==> src/rtl/arm_mc_pkg.sv <==
// Shared definitions for the multicycle ARM core: address width, reset vector,
// fetch FSM state encoding and the canonical NOP word.
package arm_mc_pkg;

   localparam int unsigned ARM_ADDR_W   = 32;
   localparam logic [31:0] ARM_RESET_PC = 32'h0000_0000;
   localparam logic [31:0] INSTR_NOP    = 32'hE1A0_0000;  // MOV r0, r0

   typedef enum logic [1:0] {
      S_IDLE  = 2'd0,
      S_FETCH = 2'd1,
      S_DONE  = 2'd2
   } fetch_state_e;

endpackage

==> src/rtl/fetch_prefetch_buf.sv <==
// One-entry speculative fetch buffer {valid, adr, data} holding the word after the
// last IR load. Compiled only when FETCH_PREFETCH_EN is defined.
`ifdef FETCH_PREFETCH_EN
module fetch_prefetch_buf
   import arm_mc_pkg::*;
#(
   parameter int unsigned ADDR_W = ARM_ADDR_W
) (
   input  logic              clk,
   input  logic              reset,
   input  logic              start,
   input  logic [ADDR_W-1:0] start_adr,
   input  logic [ADDR_W-1:0] pc,
   input  logic              pc_write,
   input  logic [ADDR_W-1:0] pc_next,
   input  logic              mem_ready,
   input  logic [ADDR_W-1:0] mem_rdata,
   output logic              busy,
   output logic              hit_c,
   output logic [ADDR_W-1:0] data
);

   logic              valid_q;
   logic              discard_q;
   logic [ADDR_W-1:0] adr_q;
   logic              inval;

   assign inval = pc_write && (pc_next != adr_q);
   assign hit_c = valid_q && (adr_q == pc);

   // A redirect away from the speculative address poisons the read still in flight.
   always_ff @(posedge clk) begin
      if (reset) begin
         busy      <= 1'b0;
         valid_q   <= 1'b0;
         discard_q <= 1'b0;
         adr_q     <= '0;
         data      <= '0;
      end else if (start) begin
         busy      <= 1'b1;
         valid_q   <= 1'b0;
         adr_q     <= start_adr;
         discard_q <= pc_write && (pc_next != start_adr);
      end else begin
         if (busy && mem_ready) begin
            busy    <= 1'b0;
            valid_q <= !discard_q && !inval;
            data    <= mem_rdata;
         end else if (inval) begin
            valid_q <= 1'b0;
         end
         if (inval) begin
            discard_q <= 1'b1;
         end
      end
   end

endmodule
`endif

==> src/rtl/fetch_unit.sv <==
// Instruction-fetch stage: owns PC and IR, runs req/ready with a variable-latency
// instruction memory. Define FETCH_PREFETCH_EN for the one-entry PC+4 prefetch buffer.
module fetch_unit
   import arm_mc_pkg::*;
#(
   parameter int unsigned       ADDR_W   = ARM_ADDR_W,
   parameter logic [ADDR_W-1:0] RESET_PC = ADDR_W'(ARM_RESET_PC)
) (
   input  logic              clk,
   input  logic              reset,
   input  logic              IRWrite,
   input  logic              PCWrite,
   input  logic [ADDR_W-1:0] pc_next,
   output logic              mem_req,
   output logic [ADDR_W-1:0] mem_adr,
   input  logic              mem_ready,
   input  logic [ADDR_W-1:0] mem_rdata,
   output logic [ADDR_W-1:0] Instr,
   output logic [ADDR_W-1:0] PC,
   output logic              fetch_stall,
   output logic              fetch_done
);

   fetch_state_e      state_q;
   fetch_state_e      state_d;
   logic              demand_miss;
   logic              buf_hit;
   logic              pf_issue;
   logic              pf_busy;
   logic              pf_hit;
   logic [ADDR_W-1:0] pf_data;
   logic [ADDR_W-1:0] pf_adr;

   assign fetch_stall = IRWrite & ~fetch_done;
   assign pf_adr      = PC + ADDR_W'(4);

`ifdef FETCH_PREFETCH_EN
   // PC seen in DONE is the address of the word just loaded; speculate on the next one.
   assign pf_issue = (state_q == S_DONE);

   fetch_prefetch_buf #(
      .ADDR_W(ADDR_W)
   ) u_pf_buf (
      .clk      (clk),
      .reset    (reset),
      .start    (pf_issue),
      .start_adr(pf_adr),
      .pc       (PC),
      .pc_write (PCWrite),
      .pc_next  (pc_next),
      .mem_ready(mem_ready),
      .mem_rdata(mem_rdata),
      .busy     (pf_busy),
      .hit_c    (pf_hit),
      .data     (pf_data)
   );
`else
   assign pf_issue = 1'b0;
   assign pf_busy  = 1'b0;
   assign pf_hit   = 1'b0;
   assign pf_data  = '0;
`endif

   always_ff @(posedge clk) begin
      if (reset) begin
         state_q <= S_IDLE;
      end else begin
         state_q <= state_d;
      end
   end

   // A demand fetch waits for any speculative read to drain so only one is outstanding.
   always_comb begin
      state_d     = state_q;
      demand_miss = 1'b0;
      buf_hit     = 1'b0;
      case (state_q)
         S_IDLE: begin
            if (fetch_stall && !pf_busy) begin
               if (pf_hit) begin
                  buf_hit = 1'b1;
                  state_d = S_DONE;
               end else begin
                  demand_miss = 1'b1;
                  state_d     = S_FETCH;
               end
            end
         end
         S_FETCH: begin
            if (mem_ready) begin
               state_d = S_DONE;
            end
         end
         S_DONE: begin
            state_d = S_IDLE;
         end
         default: begin
            state_d = S_IDLE;
         end
      endcase
   end

   // mem_adr doubles as the fetch address register; it only moves when a request is issued.
   always_ff @(posedge clk) begin
      if (reset) begin
         PC         <= RESET_PC;
         Instr      <= '0;
         mem_req    <= 1'b0;
         mem_adr    <= '0;
         fetch_done <= 1'b0;
      end else begin
         fetch_done <= (state_d == S_DONE);
         if (PCWrite) begin
            PC <= pc_next;
         end
         if ((state_q == S_FETCH) && mem_ready) begin
            Instr <= mem_rdata;
         end else if (buf_hit) begin
            Instr <= pf_data;
         end
         if (demand_miss) begin
            mem_req <= 1'b1;
            mem_adr <= PC;
         end else if (pf_issue) begin
            mem_req <= 1'b1;
            mem_adr <= pf_adr;
         end else if (mem_ready) begin
            mem_req <= 1'b0;
         end
      end
   end

endmodule

==> config.mk <==
export PLATFORM = sky130hd
export DESIGN_NAME = fetch_unit
export DESIGN_NICKNAME = d
export VERILOG_FILES = /design/src/rtl/arm_mc_pkg.sv /design/src/rtl/fetch_prefetch_buf.sv /design/src/rtl/fetch_unit.sv
export SDC_FILE = /design/constraint.sdc
export NUM_CORES = 1
export LEC_CHECK = 0
export ABC_AREA = 1
export BUFFER_PORTS_ARGS = -buffer_cell sky130_fd_sc_hd__buf_2
export CORE_MARGIN = 4
export CORE_UTILIZATION = 25
export CTS_CLUSTER_DIAMETER = 60
export DETAILED_ROUTE_END_ITERATION = 16
export PLACE_DENSITY_LB_ADDON = 0.12
export SYNTH_ARGS = -nofsm -noshare
export SYNTH_HDL_FRONTEND = slang
export SYNTH_HIERARCHICAL = 1
export SYNTH_SLANG_ARGS = --single-unit
export TNS_END_PERCENT = 5
==> constraint.sdc <==
create_clock -name clk -period 1.1 [get_ports clk]
set_input_delay 0.165 -clock clk [delete_from_list [all_inputs] [get_ports clk]]
set_output_delay 0.165 -clock clk [all_outputs]
set_load 0.02 [all_outputs]
# --- Word-level counts from Yosys, hierarchy flattened ---
# Index checks and enable logic that the tools add are counted.
op_classes:
  n_eq_ne: 2
  mux: 8
  n_bitwise: 2
  n_reduce_logical: 3
op_table:
  columns: ["op", "n"]
  rows:
  - ["2-to-1 mux 32 bit", 1]
  - ["2-to-1 mux 1 bit", 4]
  - ["2-to-1 mux 2 bit", 2]
  - ["one-hot mux 2 bit (2 select lines)", 1]
  - ["== test 2 x 1 -> 1 bit (second input constant)", 1]
  - ["== test 2 bit (second input constant)", 1]
  - ["zero test 2 bit", 1]
  - ["nonzero test 2 bit", 1]
  - ["bitwise AND 1 bit", 1]
  - ["logical AND 1 bit", 1]
  - ["NOT 1 bit", 1]
totals:
  regBits: 100
  inputBits: 69
  output_inout_bits: 99

# --- Longest topological paths before layout ---
logic_depth:
  word_depth: 5
  ltp_mapped: 7

# --- Worst setup path after synthesis ---
# Ideal clock, no wire load.
synth_timing:
  kind: "flip-flop to flip-flop"
  startpoint: "reg fetch_done"
  endpoint: "reg mem_adr[12]"
  setup_time_ns: 0.115
  arrival_time_ns: 1.008
  t_required_ns: 0.985
  setup_slack_ns: -0.023
  path_stages_with_launch: 6
  cell_sequence: "dfxtp_1 > nor2_2 > buf_4 > buf_4 > a21oi_1 > nor2_1"
synth_via:
  elab_chain_len: 4
synth_rtl:
  columns: ["item", "line", "rtl"]
  rows:
  - ["start, declared", "fetch_unit.sv:21", "output logic fetch_done"]
  - ["start signal, assigned", "fetch_unit.sv:112", "fetch_done <= (state_d == S_DONE);"]
  - ["NOT 1 bit", "fetch_unit.sv:34", "assign fetch_stall = IRWrite & ~fetch_done;"]
  - ["bitwise AND 1 bit", "fetch_unit.sv:34", null]
  - ["named net fetch_stall", "fetch_unit.sv:20", "output logic fetch_stall,"]
  - ["2-to-1 mux 1 bit", "fetch_unit.sv:79", "if (fetch_stall && !pf_busy) begin"]
  - ["2-to-1 mux 1 bit", "fetch_unit.sv:77", "case (state_q)"]
  - ["end signal, assigned", "fetch_unit.sv:126", "mem_adr <= pf_adr;"]
  - ["end, declared", "fetch_unit.sv:15", "output logic [ADDR_W-1:0] mem_adr,"]
# The timed path passes the listed nets, and every way through them passes these cells.
# A chain may end at the register's enable or synchronous reset.

# --- Final worst setup path ---
layout_timing:
  startpoint: "reg fetch_done"
  endpoint: "out fetch_stall"
layout_via:
  elab_chain_len: 2
layout_rtl:
  columns: ["item", "line"]
  rows:
  - ["NOT 1 bit", "fetch_unit.sv:34"]
  - ["bitwise AND 1 bit", "fetch_unit.sv:34"]
  - ["end, declared", "fetch_unit.sv:20"]
# No other way between the ends.

==> results.toml <==
[synth]
yosys.area.top_type_share_pct = 52.0
syn_nets = 548
netlist_top_cells_area = "dfxtp_1 52%, a21oi_1 12%, nand2_1 6.3%"
synth_top_area_cell = "dfxtp_1"
synthCells = 479
synth-seq-cells = 100
synthesis.area_um2 = 3850
synth.yosys.seq_area_share_pct = 52.0
avgSynthCellArea_um2 = 8.03
synth_warnings = 6
synth.distinct_cells = 21

[floorplan]
coreArea_um2 = 15100
initial_core_util_pct = 25.4
die_w_um = 132
dieArea_um2 = 17400
die_height_um = 132
num_io_pins = 168
rows = 45

[finish]
diodes = 0
finish.utilization_pct = 34.4
fillers = 1659
layout_common_cells = "166 x buf_2, 97 x dfxtp_1, 96 x a21oi_1"
final_area_um2 = 5210
final_cell_count_no_fill = 825
final_common_cell = "buf_2"
multi_input_comb_area_um2 = 1430
area_growth_syn_to_layout_pct = 35.5
drive_above_1_share_pct = 33.6
final_nets = 703
seq_area_um2 = 2010

[worst_setup_path]
path_cells = "nor2_4 > buf_6 > buf_6"
critPathCaptureType = "output pin"
crit_type = "register to output pin"
reg2reg_depth = 6
critPathTopFamily = "flip-flops"
cp.depth = 3
cp_slowest_cell = "dfxtp_2"
cp-start-kind = "register"
critPathBufInv = 2
crit_top_cell = "buf_6"
cpPeakStageDelay_ns = 0.33
arrival_ns = 0.98
path_max_fanout = 2
critPathRequiredTime_ns = 0.94

[worst_hold_path]
hold_depth = 3
hold_class = "primary input to register"

[flow_run]
maxCapViolCount = 0

[pwr]
p_per_area_nw_per_um2 = 1640
max-vdd-ir-drop_v = 0.00101
power_switching_uw = 2410
power_leakage_uw = 0.00245
pwr-share-clk_pct = 35.2
swShare_pct = 28.2
intPower_uw = 6130
pwr-share-comb_pct = 18.1
power_uw = 8540
seqPwrFrac_pct = 46.8

[sta]
relSlewSlack_pct = 73.3
drv_slew = 0
period_minus_slack_ns = 1.15
rsz0062_at_grt = "yes"
fin_worst_skew_ns = 0.00356
setup_violations = 1
period_share_pct = 104
hold_viol = 0
fin_setup_tns_ns = -0.0481
tightestPinTransition_ns = 0.400
fmax_mhz = 871
fin_ws_ns = -0.0481

[clock_network]
insertion_delay_ns = 0.34
hold_buffers = 0
clk_path_buf_depth = 2
cts_sinks = 100
path_clk_slew_ns = 0.06
cts_tree = "yes"
cts_buffers = 9
htreeDepth = 3
root_buffer = "clkbuf_16"

[status]
outcome = "complete, but fails checks"
violations = "setup timing"

[drt]
ant_nets = 0
viasPerCell = 4.50
vias = 3713
drc = 0
wire_per_inst_um = 13.8
drt_iter0_drc = 159
drtPass1Iterations = 4
finalWirelength_um = 11400

[global_route]
grt_max_degree = 43
grtUsageTotal_pct = 13.2
overflow = 0
grt_pass1_wl_um = 18900
antenna_found_initial = 0
grt_pass1_vias = 3696

[placed_design]
port_buffers = 167
place_congestion = 0.766
dp.cells = 809
post_dp_cell_area_um2 = 4900
hpwl_um = 8250
-- sequential cells by signal, indices dropped and copies added (netlist names) --
signal / count
mem_req: 1
fetch_done: 1
Instr: 32
state_q: 2
mem_adr: 32
PC: 32
-- cell usage after synthesis --
library cell / number
clkbuf_2: 2
nand2_1: 65
inv_2: 2
nand4_1: 32
clkbuf_1: 10
inv_1: 34
nor2_2: 1
a21oi_2: 2
o21ai_0: 28
nand3_2: 1
nand2_2: 1
o21ai_1: 4
dfxtp_1: 100
buf_4: 2
buf_2: 20
nor2_1: 34
clkinv_2: 1
a21oi_1: 96
nand3_1: 33
nor2_4: 1
buf_6: 10
-- stage by stage --
step	hold WS, ns	worst slack, ns
after floorplan	0.333	0.0305
after global placement	0.433	0.0752
after detailed placement	0.436	0.0573
after CTS	0.0690	-0.0769
after global routing	0.0752	-0.119
final	0.0857	-0.0481
-- cell families after synthesis --
group           Yosys count  share of synthesized area (%)
flops                   100                           52.0
buf+inv                  81                           10.8
compound gates          130                           17.1
simple gates            168                           20.0
-- tightest hold or removal path, stage by stage --
cell and delay [ns]:
buf_2 0.07, o21ai_1 0.05, a21oi_1 0.10
-- path summary, 6_finish.rpt --
| kind | startpoint | to | slack (ns) |
|---|---|---|---|
| worst max-delay path | fetch_done | fetch_stall | -0.05 |
| worst min-delay path | pc_next[7] | PC[7] | 0.09 |
| worst max register to register | fetch_done | mem_adr[8] | 0.04 |
| worst min register to register | Instr[15] | Instr[15] | 0.46 |
-- area by class of cell --
class	instances	area share [%]
Multi-Input combinational cell	298	27.5
Sequential cell	100	38.5
Inverter	37	2.69
Timing Repair Buffer	188	21.5
Tap cell	188	4.51
Clock buffer	12	5.11
Clock inverter	2	0.192
-- timing repair --
action	in CTS	in global routing
resized for setup	3	3
pin swaps	1	0
setup endpoints to repair	1	53
setup buffers	2	0
-- routing by layer --
metal  GRT usage, %  vias to the layer above  share of wire (%)
met5              0                        -                  0
met2           21.2                      117                 46
met4           4.08                        0                1.6
met3           5.42                       11                7.7
met1           16.3                     1673                 45
li1               -                     1912                  -
-- power groups by stage --
stage,clock network (µW),registers [µW],logic [µW]
floorplan,0,4350,697
global placement,0,4070,1540
detailed placement,0,4080,1550
CTS,3150,4000,1570
global route,3280,4020,1720
finish,3000,3990,1540
Power figures use the tool's default switching activity.
